===== src/rtl/icache_assoc_pkg.sv =====
// Shared types and width helpers for the set-associative instruction cache.
package icache_assoc_pkg;

   typedef enum logic {
      IDLE = 1'b0,
      FILL = 1'b1
   } icache_state_e;

   function automatic int clog2_i(input int n);
      int r;
      r = 0;
      while ((1 << r) < n) r++;
      return r;
   endfunction

endpackage


===== src/rtl/icache_assoc_if.sv =====
// Fetch-side and memory-side signal bundle of the instruction cache.
interface icache_assoc_if
   import icache_assoc_pkg::*;
#(
   parameter int XLEN       = 32,
   parameter int PC_BITS    = 5,
   parameter int LINE_WORDS = 4
);
   localparam int MADDR = PC_BITS - clog2_i(LINE_WORDS);

   logic [PC_BITS-1:0]         F_pc;
   logic                       F_flush;
   logic [XLEN-1:0]            F_inst;
   logic                       F_stall;
   logic                       F_mem_req;
   logic [MADDR-1:0]           F_mem_addr;
   logic [LINE_WORDS*XLEN-1:0] F_mem_inst;
   logic                       F_mem_valid;

   modport master (
      output F_pc, F_flush, F_mem_inst, F_mem_valid,
      input  F_inst, F_stall, F_mem_req, F_mem_addr
   );

   modport slave (
      input  F_pc, F_flush, F_mem_inst, F_mem_valid,
      output F_inst, F_stall, F_mem_req, F_mem_addr
   );

endinterface


===== src/rtl/icache_victim_sel.sv =====
// Fill-way choice: lowest invalid way, else the set's round-robin pointer.
module icache_victim_sel #(
   parameter int WAYS = 2,
   parameter int WW   = 1
) (
   input  logic [WAYS-1:0] valid,
   input  logic [WW-1:0]   ptr,
   output logic [WW-1:0]   way,
   output logic            evict
);

   always_comb begin
      way   = ptr;
      evict = 1'b1;
      for (int w = WAYS - 1; w >= 0; w--) begin
         if (!valid[w]) begin
            way   = WW'(w);
            evict = 1'b0;
         end
      end
   end

endmodule


===== src/rtl/icache_assoc.sv =====
// Set-associative instruction cache with zero-latency hits and one
// outstanding line fill; saturating hit/miss counters.
module icache_assoc
   import icache_assoc_pkg::*;
#(
   parameter int XLEN       = 32,
   parameter int PC_BITS    = 5,
   parameter int LINE_WORDS = 4,
   parameter int SETS       = 2,
   parameter int WAYS       = 2,
   parameter int CNT_BITS   = 16
) (
   input  logic                clk,
   input  logic                rst,
   icache_assoc_if.slave       f,
   output logic [CNT_BITS-1:0] hit_cnt,
   output logic [CNT_BITS-1:0] miss_cnt
);

   localparam int OFF   = clog2_i(LINE_WORDS);
   localparam int IDX   = clog2_i(SETS);
   localparam int TAG   = PC_BITS - OFF - IDX;
   localparam int MADDR = PC_BITS - OFF;
   localparam int IDXW  = (IDX > 0) ? IDX : 1;
   localparam int WW    = (WAYS > 1) ? clog2_i(WAYS) : 1;

   logic [WAYS-1:0]            valid_q [SETS];
   logic [WW-1:0]              ptr_q   [SETS];
   logic [TAG-1:0]             tag_q   [SETS][WAYS];
   logic [LINE_WORDS*XLEN-1:0] data_q  [SETS][WAYS];

   icache_state_e    st_q;
   logic             abort_q;
   logic [MADDR-1:0] addr_q;
   logic [IDXW-1:0]  idx_q;

   logic [OFF-1:0]  off;
   logic [IDXW-1:0] idx;
   logic [TAG-1:0]  tag;
   logic            hit_any;
   logic            hit;
   logic            install;
   logic [XLEN-1:0] word;
   logic [WW-1:0]   vic_way;
   logic            evict;

   assign off = f.F_pc[OFF-1:0];
   assign tag = f.F_pc[PC_BITS-1:OFF+IDX];

   generate
      if (SETS > 1) begin : g_idx
         assign idx = f.F_pc[OFF+IDX-1:OFF];
      end else begin : g_noidx
         assign idx = '0;
      end
   endgenerate

   always_comb begin
      hit_any = 1'b0;
      word    = '0;
      for (int w = 0; w < WAYS; w++) begin
         if (valid_q[idx][w] && tag_q[idx][w] == tag) begin
            hit_any = 1'b1;
            word    = data_q[idx][w][int'(off)*XLEN +: XLEN];
         end
      end
   end

   // A flush cycle never reports a hit, so it always stalls fetch.
   assign hit = rst && st_q == IDLE && !f.F_flush && hit_any;

   assign install = rst && st_q == FILL && f.F_mem_valid &&
                    !f.F_flush && !abort_q;

   assign f.F_inst     = hit ? word : '0;
   assign f.F_stall    = rst && !hit;
   assign f.F_mem_req  = rst && st_q == FILL;
   assign f.F_mem_addr = rst ? addr_q : '0;

   icache_victim_sel #(
      .WAYS (WAYS),
      .WW   (WW)
   ) u_vic (
      .valid (valid_q[idx_q]),
      .ptr   (ptr_q[idx_q]),
      .way   (vic_way),
      .evict (evict)
   );

   always_ff @(posedge clk) begin
      if (!rst) begin
         st_q     <= IDLE;
         abort_q  <= 1'b0;
         addr_q   <= '0;
         idx_q    <= '0;
         hit_cnt  <= '0;
         miss_cnt <= '0;
         for (int s = 0; s < SETS; s++) begin
            valid_q[s] <= '0;
            ptr_q[s]   <= '0;
         end
      end else begin
         if (hit && hit_cnt != '1)
            hit_cnt <= hit_cnt + 1'b1;
         unique case (st_q)
            IDLE: begin
               if (f.F_flush) begin
                  for (int s = 0; s < SETS; s++)
                     valid_q[s] <= '0;
               end else if (!hit_any) begin
                  addr_q <= f.F_pc[PC_BITS-1:OFF];
                  idx_q  <= idx;
                  st_q   <= FILL;
                  if (miss_cnt != '1)
                     miss_cnt <= miss_cnt + 1'b1;
               end
            end
            FILL: begin
               // An aborted fill still waits for its return before IDLE.
               if (f.F_flush) begin
                  for (int s = 0; s < SETS; s++)
                     valid_q[s] <= '0;
                  abort_q <= !f.F_mem_valid;
                  if (f.F_mem_valid)
                     st_q <= IDLE;
               end else if (f.F_mem_valid) begin
                  st_q    <= IDLE;
                  abort_q <= 1'b0;
                  if (!abort_q) begin
                     valid_q[idx_q][vic_way] <= 1'b1;
                     if (evict && WAYS > 1)
                        ptr_q[idx_q] <= vic_way + 1'b1;
                  end
               end
            end
            default: st_q <= IDLE;
         endcase
      end
   end

   always_ff @(posedge clk) begin
      if (install) begin
         tag_q[idx_q][vic_way]  <= addr_q[MADDR-1:IDX];
         data_q[idx_q][vic_way] <= f.F_mem_inst;
      end
   end

endmodule


===== src/flat_wrapper.sv =====
// flat-port wrapper written by rule: the top's interface ports become plain ports
module icache_assoc_flat import icache_assoc_pkg::*;
#(
   parameter int XLEN       = 32,
   parameter int PC_BITS    = 5,
   parameter int LINE_WORDS = 4,
   parameter int SETS       = 2,
   parameter int WAYS       = 2,
   parameter int CNT_BITS   = 16
)
  (clk, rst, hit_cnt, miss_cnt, f_F_pc, f_F_flush, f_F_mem_inst, f_F_mem_valid, f_F_inst, f_F_stall, f_F_mem_req, f_F_mem_addr);
  icache_assoc_if #(.XLEN(XLEN), .PC_BITS(PC_BITS), .LINE_WORDS(LINE_WORDS)) f_i ();
  input  logic clk;
  input  logic rst;
  output logic [CNT_BITS-1:0] hit_cnt;
  output logic [CNT_BITS-1:0] miss_cnt;
  input wire logic [$bits(f_i.F_pc)-1:0] f_F_pc;
  input wire logic [$bits(f_i.F_flush)-1:0] f_F_flush;
  input wire logic [$bits(f_i.F_mem_inst)-1:0] f_F_mem_inst;
  input wire logic [$bits(f_i.F_mem_valid)-1:0] f_F_mem_valid;
  output wire logic [$bits(f_i.F_inst)-1:0] f_F_inst;
  output wire logic [$bits(f_i.F_stall)-1:0] f_F_stall;
  output wire logic [$bits(f_i.F_mem_req)-1:0] f_F_mem_req;
  output wire logic [$bits(f_i.F_mem_addr)-1:0] f_F_mem_addr;
  assign f_i.F_pc = f_F_pc;
  assign f_i.F_flush = f_F_flush;
  assign f_i.F_mem_inst = f_F_mem_inst;
  assign f_i.F_mem_valid = f_F_mem_valid;
  assign f_F_inst = f_i.F_inst;
  assign f_F_stall = f_i.F_stall;
  assign f_F_mem_req = f_i.F_mem_req;
  assign f_F_mem_addr = f_i.F_mem_addr;
  icache_assoc #(.XLEN(XLEN), .PC_BITS(PC_BITS), .LINE_WORDS(LINE_WORDS), .SETS(SETS), .WAYS(WAYS), .CNT_BITS(CNT_BITS)) u_core (.clk(clk), .rst(rst), .f(f_i), .hit_cnt(hit_cnt), .miss_cnt(miss_cnt));
endmodule

===== config.mk =====
export PLATFORM = sky130hd
export DESIGN_NAME = icache_assoc_flat
export DESIGN_NICKNAME = d
export VERILOG_FILES = /design/src/rtl/icache_assoc_pkg.sv /design/src/rtl/icache_assoc_if.sv /design/src/rtl/icache_victim_sel.sv /design/src/rtl/icache_assoc.sv /design/src/flat_wrapper.sv
export SDC_FILE = /design/constraint.sdc
export NUM_CORES = 1
export LEC_CHECK = 0
export BUFFER_PORTS_ARGS = -buffer_cell sky130_fd_sc_hd__buf_2
export CAP_MARGIN = 25
export CORE_ASPECT_RATIO = 0.7
export CORE_UTILIZATION = 35
export DETAILED_ROUTE_END_ITERATION = 7
export PLACE_DENSITY_LB_ADDON = 0.08
export SYNTH_ARGS = -nofsm -noshare
export SYNTH_HDL_FRONTEND = slang
export SYNTH_SLANG_ARGS = --single-unit
export TNS_END_PERCENT = 5

===== constraint.sdc =====
create_clock -name clk -period 24.9 [get_ports clk]
set_input_delay 3.735 -clock clk [delete_from_list [all_inputs] [get_ports clk]]
set_output_delay 3.735 -clock clk [all_outputs]
set_load 0.1 [all_outputs]

==> run_results.csv, run 1 <==
group,metric,value,unit
min_path,min_path_type,"flop to flop",
final_layout,fin_cells,2213,
routing,antenna_left,0,
floorplan,fp-row-count,76,
outcome,run_status,"complete, no violations",
routing,drt_iter0_drc,702,
setup_path,worstPathMaxFanout,57,
yosys,synth_area,22200,um^2
power_and_ir_drop,total_power,1.97,mW
setup_path,reg2reg_to,"u_core.data_q[1][112]",
yosys,synth_top_family_by_area,"multiplexers",
min_path,hold_start,"u_core.valid_q[0][0]",
final_layout,final_common_cell,"edfxtp_1",
yosys,async_reset_ff_share,0,%
clock_tree,clk_path_buf_depth,3,
clock_tree,cts_resized,0,
yosys,synth_edf_count,520,
yosys,yosysWarningCount,0,
floorplan,die_area,64400,um^2
yosys,synth_mux_area_share,15.4,%
grt,antenna_found_initial,12,
yosys,synthAdderAreaFrac,0.113,%
routing,dr.pass1.iters,5,
setup_path,cp_slowest_cell,"buf_4",
yosys,syn_inst,1127,
place,dp.cells,2104,
yosys,yosysSeqAreaShare,74.3,%
power_and_ir_drop,p_leak,8.86,nW
floorplan,initial_core_util,35.7,%
min_path,hold_depth,1,
floorplan,core_region_area,62100,um^2
sta,setup_violations,0,
sta,rsz0062_at_grt,"no",
yosys,yosysUniqueCellTypes,51,
yosys,synth_area_per_cell,19.7,um^2
power_and_ir_drop,power_per_cell_area,75.7,nW/um^2
routing,vias,11390,
floorplan,num_io_pins,206,
grt,grt_pass1_wl,76900,um
sta,clock_skew,0.0197,ns
final_layout,final_cell_mix,"edfxtp_1 (520), buf_2 (202), mux4_2 (130)",
sta,setup_tns,0,ns
clock_tree,cts_tree,"built",
clock_tree,cts_root_buffer,"clkbuf_16",
clock_tree,postCtsHoldBufs,0,
clock_tree,cts_buffers,56,
yosys,ys_ff_latch,564,
sta,slew_viol_final,0,
setup_path,critPathLaunchType,"input pin",
place,hpwl,30400,um
floorplan,chipWidth,303,um
clock_tree,clk_latency,0.62,ns
yosys,synth_flop_cell,"edfxtp_1",
yosys,synth-xor-area-share,0.197,%
setup_path,crit_start,"f_F_pc[2]",
sta,fmax,88.0,MHz
clock_tree,clk_pin_slew_worst_paths,0.06,ns
sta,min_period,11.36,ns
power_and_ir_drop,ir_worst_vdd,0.0459,mV
setup_path,crit_path_end_kind,"output pin",
sta,hold_viol_final,0,
clock_tree,cts_setup_buffers,0,
sta,maxSlewHeadroom,34.1,%
clock_tree,h-tree-depth,2,
setup_path,cp.arrival,7.62,ns
setup_path,required,21.16,ns
grt,grt_use_total,16.1,%
floorplan,die_h,213,um
routing,routedWlPerCell,23.2,um
flow_run,maxCapViolations,0,
grt,grt_max_degree,75,
grt,grt_overflow_total,0,
setup_path,reg2regPathDepth,5,
final_layout,drive_gt1_share,32.0,%
yosys,synth_fp_nets,1266,
setup_path,crit_type,"input pin to output pin",
routing,drc,0,
setup_path,path_cells,"buf_8, buf_4, nand2_1, o32a_1, o22ai_1, buf_4, nand2_2, buf_4, a211oi_1, buf_2",
setup_path,path_common_cell,"buf_4",
setup_path,critPathMaxStageDelay,0.82,ns
clock_tree,cts_num_sinks,564,
routing,via_per_inst,5.15,
grt,grt_pass1_vias,11823,
setup_path,rrSetupSlack,21.53,ns
min_path,min_to,"u_core.valid_q[0][0]",
routing,drt_wl_total,51400,um
final_layout,fin_nets,1482,
yosys,synthSimpleGateAreaFrac,4.48,%
sta,worst_slew_pin_slew,0.988,ns
place,numPortBuffers,205,
yosys,synth-compound-area-share,3.92,%
place,gp_congestion,0.735,
setup_path,rr_startpoint,"u_core.valid_q[0][1]",
final_layout,area_growth,17.1,%
sta,min_period_over_period,45.6,%
[per-stage QoR]
stage	util (%)	area (um^2)	setup WS, ns	hold slack, ns
final	41.8	26000	13.54	0.476
after global routing	41.8	26000	13.18	0.499
after CTS	41.8	26000	13.47	0.477
after global placement	38.9	24100	13.44	0.460
after detailed placement	38.9	24100	13.47	0.464
after floorplan	-	22200	13.88	0.443
[critical path, delay by kind of cell]
| family | cells | cell delay, ns |
|---|---|---|
| buffers and inverters | 5 | 2.52 |
| AOI/OAI and AO/OA | 3 | 0.66 |
| and+or+nand+nor | 2 | 0.60 |
[sequential cells by signal, indices dropped and copies added, names as in the netlist, named ones only]
name and flops:
u_core.hit_cnt 16, u_core.miss_cnt 16, u_core.abort_q 1, u_core.addr_q 3
u_core.ptr_q 2, u_core.valid_q 4, u_core.data_q 512, u_core.st_q 1
u_core.tag_q 8
[synth_stat cells (all sizes together), types with 2 or more instances]
master  number  share of area [%]
ha           2               0.11
edfxtp     520                 70
mux4       130                 13
dfxtp       44                4.0
a21o         4               0.14
xor2         3               0.12
a21oi       18               0.41
and2        10               0.28
nand2b      12               0.34
and3        38                1.1
nand2       38               0.65
o21ai       16               0.36
nor3         6               0.14
mux2i       49                2.2
nor2b        5               0.14
nor4         4               0.11
o211ai       4               0.14
o21a         2              0.068
or2          2              0.056
a31oi        2              0.056
nor2        11               0.19
buf         28               0.78
nand4       18               0.51
or4          6               0.20
and4         2              0.079
inv          6               0.10
clkbuf      38               0.64
nor3b        2              0.068
a211oi      64                2.2
or3          7               0.20
o31ai        7               0.24
xnor2        2              0.079
nand3       14               0.32
[layout make-up]
type | count | area (um^2)
antenna | 5 | 12.5
tap | 819 | 1020
multi-input combinational | 490 | 5400
clock buffer | 72 | 1490
fill | 5537 | 36100
clock inverter | 32 | 343
inverter | 7 | 26.3
timing repair buffer | 224 | 1190
sequential | 564 | 16500
[how the worst max path moves through the flow]
stage | end | slack, ns | cells after the start
detailed placement | f_F_inst[13] | 13.47 | 10
global placement | f_F_inst[13] | 13.44 | 10
finish | f_F_inst[12] | 13.54 | 10
global route | f_F_inst[13] | 13.18 | 10
CTS | f_F_inst[13] | 13.47 | 10
floorplan | f_F_inst[10] | 13.88 | 7
[per-layer routing]
| metal | track usage, % | wire, um | vias up |
|---|---|---|---|
| li1 | - | - | 5157 |
| met1 | 22.4 | 23300 | 5927 |
| met2 | 25.4 | 24400 | 224 |
| met3 | 3.59 | 2660 | 70 |
| met4 | 4.30 | 940 | 12 |
| met5 | 0 | 80 | - |
[cell families after synthesis]
| group | count (synthesis) |
|---|---|
| mux | 179 |
| fa+ha+maj | 2 |
| buf+inv | 73 |
| flops | 564 |
| xor+xnor | 5 |
| simple gates | 178 |
| compound gates | 126 |
[where the power goes]
| part | switching, mW | internal, mW |
|---|---|---|
| Combinational | 0.0472 | 0.0328 |
| Clock | 0.361 | 0.486 |
| Sequential | 0.00205 | 1.04 |
| Total | 0.410 | 1.56 |
Note: power is estimated with default switching activity, not from simulation.
==> run 2, diff against run 1 <==
clock period = 11.43 ns   (was 24.9 ns; I/O delays follow)
==> run_results.csv, run 2 (same netlist as run 1, synthesis figures left out) <==
group,metric,value,unit
min_path,min_to,"u_core.ptr_q[1]",
final_layout,top_register,"u_core.data_q",
sta,fmax,139,MHz
final_layout,utilization,42.0,%
floorplan,fp-row-count,76,
min_path,hold_start,"u_core.ptr_q[1]",
setup_path,path_cells,"buf_8, buf_4, nand2_1, o32a_1, o22ai_1, buf_4, nand2_2, buf_4, a211oi_1, buf_2",
floorplan,core_region_area,62100,um^2
routing,drt_iter0_drc,675,
final_layout,register_area,16500,um^2
min_path,hold_depth,2,
setup_path,crit_buf_inv,5,
routing,dr.pass1.iters,4,
setup_path,path_common_cell,"buf_4",
sta,clock_skew,0.0286,ns
floorplan,chipWidth,303,um
sta,setup_violations,0,
floorplan,die_h,213,um
grt,grt_use_total,16.2,%
floorplan,die_area,64400,um^2
final_layout,area_growth,17.4,%
sta,rsz0062_at_grt,"no",
clock_tree,clk_path_buf_depth,3,
clock_tree,cts_resized,0,
place,hpwl,30400,um
sta,worst_slew_pin_slew,1.01,ns
power_and_ir_drop,clkPwrFrac,43.9,%
final_layout,reg_top3,"u_core.data_q: 512 flops, u_core.hit_cnt: 16 flops, u_core.miss_cnt: 16 flops",
final_layout,final_common_cell,"edfxtp_1",
power_and_ir_drop,p_sw_share,20.8,%
power_and_ir_drop,power_per_cell_area,167,nW/um^2
setup_path,rr_startpoint,"u_core.valid_q[0][1]",
power_and_ir_drop,total_power,4.35,mW
setup_path,cp_slowest_cell,"buf_4",
setup_path,path_delay_family,"buffers and inverters",
power_and_ir_drop,p_int,3.45,mW
clock_tree,cts_tree,"built",
setup_path,critPathMaxStageDelay,0.83,ns
setup_path,cp.arrival,5.47,ns
grt,grt_pass1_wl,77400,um
power_and_ir_drop,switchingPower,907,uW
setup_path,critPathLaunchType,"input pin",
setup_path,required,9.72,ns
min_path,min_path_type,"flop to flop",
clock_tree,cts_buffers,57,
clock_tree,postCtsHoldBufs,0,
routing,routedWlPerCell,23.3,um
outcome,run_status,"complete, no violations",
clock_tree,clk_pin_slew_worst_paths,0.06,ns
clock_tree,cts_num_sinks,564,
setup_path,reg2regPathDepth,5,
setup_path,worstPathMaxFanout,57,
flow_run,maxCapViolations,0,
final_layout,nFillCells,5548,
place,numPortBuffers,205,
sta,setup_tns,0,ns
floorplan,num_io_pins,206,
grt,grt_pass1_vias,11802,
setup_path,critical_path_depth,10,
clock_tree,cts_setup_buffers,0,
power_and_ir_drop,ir_worst_vdd,0.103,mV
power_and_ir_drop,p_leak,8.90,nW
clock_tree,clk_latency,0.62,ns
sta,maxSlewHeadroom,32.4,%
routing,vias,11394,
sta,slew_viol_final,0,
sta,final.setup.worst_slack,4.24,ns
sta,min_period_over_period,62.9,%
floorplan,initial_core_util,35.7,%
power_and_ir_drop,power_frac_comb,4.0,%
clock_tree,h-tree-depth,2,
sta,min_period,7.19,ns
clock_tree,cts_root_buffer,"clkbuf_16",
routing,via_per_inst,5.15,
setup_path,crit_type,"input pin to output pin",
place,place_ws,4.09,ns
grt,antenna_found_initial,14,
final_layout,final_cell_mix,"edfxtp_1 (520), buf_2 (202), mux4_2 (130)",
setup_path,rrSetupSlack,8.07,ns
setup_path,reg2reg_to,"u_core.data_q[1][75]",
grt,grt_max_degree,75,
final_layout,largest_register_ffs,512,
routing,drt_wl_total,51500,um
final_layout,fin_nets,1483,
sta,hold_viol_final,0,
routing,drc,0,
place,gp_congestion,0.731,
setup_path,crit_path_end_kind,"output pin",
power_and_ir_drop,power_frac_seq,52.0,%
final_layout,multi_input_area,5400,um^2
final_layout,drive_gt1_share,32.3,%
routing,antenna_left,0,
grt,grt_overflow_total,0,
==> run 2: final cells by class <==
type,count,area share [%]
clock buffer,70,5.74
tap,819,3.93
sequential,564,63.3
clock inverter,36,1.58
multi-input combinational,490,20.7
timing repair buffer,224,4.56
antenna,3,0.0288
inverter,7,0.101
==> run 2: layer usage <==
metal,up-vias,share of wire [%],track usage (%)
li1,5149,-,-
met1,5939,46,22.7
met2,200,47,25.2
met3,88,4.9,3.94
met4,18,2.0,4.56
met5,-,0.23,0
==> run 2: stage by stage <==
stage | cell area [um^2] | instances | hold slack, ns
floorplan | 22200 | 1127 | 0.443
global placement | 24100 | 2104 | 0.458
detailed placement | 24100 | 2104 | 0.463
CTS | 26000 | 2210 | 0.477
global route | 26000 | 2212 | 0.516
finish | 26100 | 2213 | 0.473
==> run 2: worst max path at each step <==
stage | from | end | slack [ns]
global route | f_F_pc[2] | f_F_inst[12] | 3.83
floorplan | f_F_flush | u_core.data_q[0][128] | 2.82
CTS | f_F_pc[2] | f_F_inst[12] | 4.07
global placement | f_F_pc[2] | f_F_inst[13] | 4.09
finish | f_F_pc[2] | f_F_inst[12] | 4.24
detailed placement | f_F_pc[2] | f_F_inst[12] | 4.09
==> run 2: power by group through the flow <==
stage          clock, mW  sequential (mW)  combinational, mW
2_1_floorplan          0             2.32             0.0986
3_3_place_gp           0             2.31              0.178
3_5_place_dp           0             2.31              0.179
4_1_cts             1.98             2.26              0.180
5_1_grt             2.05             2.26              0.191
6_report            1.91             2.26              0.174
==> run 2: worst reg2reg max path, delay by kind of cell, from the launching register on <==
| family | cells | cell delay (ns) |
|---|---|---|
| AO/OA/AOI/OAI | 2 | 0.80 |
| buffers and inverters | 2 | 0.87 |
| flip-flops | 1 | 0.35 |
| AND/OR/NAND/NOR | 1 | 0.88 |
==> run 3, diff against run 2 <==
ABC_AREA = 1   (was unset)
clock period = 6.5 ns   (was 11.43 ns; I/O delays follow)
==> run_results.csv, run 3 <==
group,metric,value,unit
outcome,run_status,"complete, no violations",
routing,drc,0,
yosys,synth_top_cells_by_area,"edfxtp_1 (68%), nand2_1 (12%), nand3_1 (8.7%)",
floorplan,core_region_area,65100,um^2
flow_run,maxCapViolations,0,
yosys,yosys.cell_count.top_type,"nand2_1",
yosys,yosysSeqAreaShare,71.3,%
grt,antenna_found_initial,12,
yosys,synth-xor-area-share,0.227,%
clock_tree,cts_tree,"built",
clock_tree,clk_path_buf_depth,3,
yosys,synth_top_family_by_area,"simple AND/OR/NAND/NOR gates",
grt,grt_pass1_wl,94400,um
final_layout,fin_cells,3214,
sta,slew_viol_final,0,
clock_tree,cts_setup_buffers,0,
yosys,yosysWarningCount,0,
final_layout,largest_register_ffs,512,
place,gp_congestion,0.803,
yosys,synth-compound-area-share,1.67,%
clock_tree,h-tree-depth,2,
sta,setup_violations,0,
floorplan,fp-row-count,78,
final_layout,final_cell_mix,"nand2_1 (760), edfxtp_1 (520), nand3_1 (402)",
sta,min_period,5.16,ns
clock_tree,cts_resized,0,
final_layout,reg_top3,"u_core.data_q: 512 flops, u_core.hit_cnt: 16 flops, u_core.miss_cnt: 16 flops",
clock_tree,cts_root_buffer,"clkbuf_16",
yosys,async_reset_ff_share,0,%
power_and_ir_drop,power_per_cell_area,279,nW/um^2
floorplan,num_io_pins,206,
floorplan,die_h,217,um
final_layout,nFillCells,6260,
yosys,synth_edf_count,520,
setup_path,critPathLaunchType,"input pin",
routing,drt_iter0_drc,1127,
place,place_area,25600,um^2
place,hpwl,33900,um
yosys,synthSimpleGateAreaFrac,23.6,%
setup_path,crit_path_end_kind,"output pin",
sta,min_period_over_period,79.4,%
routing,antenna_left,0,
grt,grt_pass1_vias,15160,
sta,worst_slew_pin_slew,1.06,ns
sta,maxSlewHeadroom,29.2,%
power_and_ir_drop,p_leak,10.1,nW
grt,grt_max_degree,131,
routing,via_per_inst,4.88,
yosys,synth_area,23100,um^2
floorplan,die_area,67100,um^2
yosys,synth_commonest_cells,"nand2_1 (760), edfxtp_1 (520), nand3_1 (402)",
yosys,synthAdderAreaFrac,0.108,%
sta,clock_skew,0.0208,ns
yosys,yosys.area.top_type,"edfxtp_1",
yosys,synth_flop_cell,"edfxtp_1",
floorplan,initial_core_util,35.5,%
final_layout,register_area,16500,um^2
sta,rsz0062_at_grt,"no",
setup_path,cp.arrival,4.19,ns
setup_path,worstPathMaxFanout,83,
yosys,synth_top_area_share,67.5,%
yosys,synth_mux_area_share,0.0433,%
routing,routedWlPerCell,19.2,um
setup_path,reg2regPathDepth,5,
grt,grt_use_total,18.5,%
final_layout,drive_gt1_share,14.0,%
routing,drt_wl_total,61800,um
sta,hold_viol_final,0,
clock_tree,postCtsHoldBufs,0,
power_and_ir_drop,ir_worst_vdd,0.165,mV
yosys,yosysUniqueCellTypes,27,
grt,grt_overflow_total,0,
min_path,hold_depth,2,
setup_path,crit_type,"input pin to output pin",
yosys,synth_fp_nets,2253,
clock_tree,cts_buffers,57,
routing,dr.pass1.iters,5,
final_layout,fin_nets,2428,
sta,fmax,194,MHz
clock_tree,cts_num_sinks,564,
yosys,ys_ff_latch,564,
min_path,min_path_type,"flop to flop",
place,dp.cells,3109,
clock_tree,clk_pin_slew_worst_paths,0.06,ns
yosys,syn_inst,2114,
routing,vias,15684,
final_layout,fin_area,27400,um^2
clock_tree,clk_latency,0.61,ns
final_layout,area_growth,18.5,%
setup_path,required,5.52,ns
floorplan,chipWidth,309,um
final_layout,final_common_cell,"nand2_1",
place,numPortBuffers,205,
yosys,synth_area_per_cell,10.9,um^2
final_layout,multi_input_area,5950,um^2
final_layout,top_register,"u_core.data_q",
[run 3: changes by cell type after synthesis, moves of 14 or more]
cell      previous run  this run
nand2_1             37       760
nand3_1             14       402
mux4_2             130         0
nor2_1              11       107
a211oi_1            64         0
mux2i_1             49         1
inv_1                6        50
and3_1              38         0
a21oi_1             18        46
buf_2               19        41
buf_1                1        22
clkbuf_1            38        52
[run 3: final cells by class]
cell class / instances / area share [%]
diodes: 5 / 0.0457
clock buffers: 66 / 5.49
clock inverters: 33 / 1.02
inverters: 53 / 0.799
multi-input cells: 1380 / 21.7
flip-flops and latches: 564 / 60.2
well taps: 880 / 4.02
repair buffers: 233 / 6.69
[run 3: critical path, stage by stage]
cell	delay [ns]
clkbuf_8	0.40
buf_4	0.61
buf_4	0.83
nand2_1	0.11
nand3_1	0.13
nand3_1	0.08
nand2_1	0.11
nand2_1	0.05
a21oi_1	0.49
buf_12	0.25
[run 3: layer usage]
layer | track usage, % | wire length (um) | share of wire [%] | vias to the layer above
met2 | 27.8 | 27400 | 44 | 346
met4 | 4.79 | 1080 | 1.7 | 10
met5 | 0 | 69 | 0.11 | -
met1 | 27.5 | 30200 | 49 | 7570
met3 | 3.16 | 3000 | 4.9 | 84
li1 | - | - | - | 7674
[run 3: per-stage QoR]
stage                     utilization [%]  hold slack, ns  power (mW)  setup slack (ns)  setup TNS (ns)
after global placement               39.2           0.458        4.49              1.26               0
after CTS                            42.0           0.480        7.72              1.25               0
after global routing                 42.1           0.513        7.91              1.05               0
after detailed placement             39.3           0.462        4.50              1.25               0
after floorplan                         -           0.438        4.32             -1.21         -315.52
final                                42.1           0.477        7.63              1.34               0
[run 3: final timing paths]
path                  start               endpoint  slack (ns)
max reg2reg     u_core.st_q  u_core.data_q[1][140]        3.49
min          u_core.abort_q         u_core.abort_q        0.48
min reg2reg  u_core.abort_q         u_core.abort_q        0.48
max               f_F_pc[2]           f_F_inst[26]        1.34
[run 3: cell families (layout without fill, tap and decap cells)]
kind of cell / count (synthesis) / in the layout
AO/OA/AOI/OAI: 74 / 74
XOR/XNOR: 6 / 6
adder cells (fa/ha/maj): 2 / 2
buffers and inverters: 170 / 385
flip-flops: 564 / 564
multiplexers: 1 / 1
other: 0 / 5
AND/OR/NAND/NOR: 1297 / 1297
[run 3: power breakdown]
group          switching, mW  total [mW]  internal, mW
sequential            0.0105        3.99          3.98
combinational          0.303       0.425         0.122
clock                   1.38        3.21          1.83
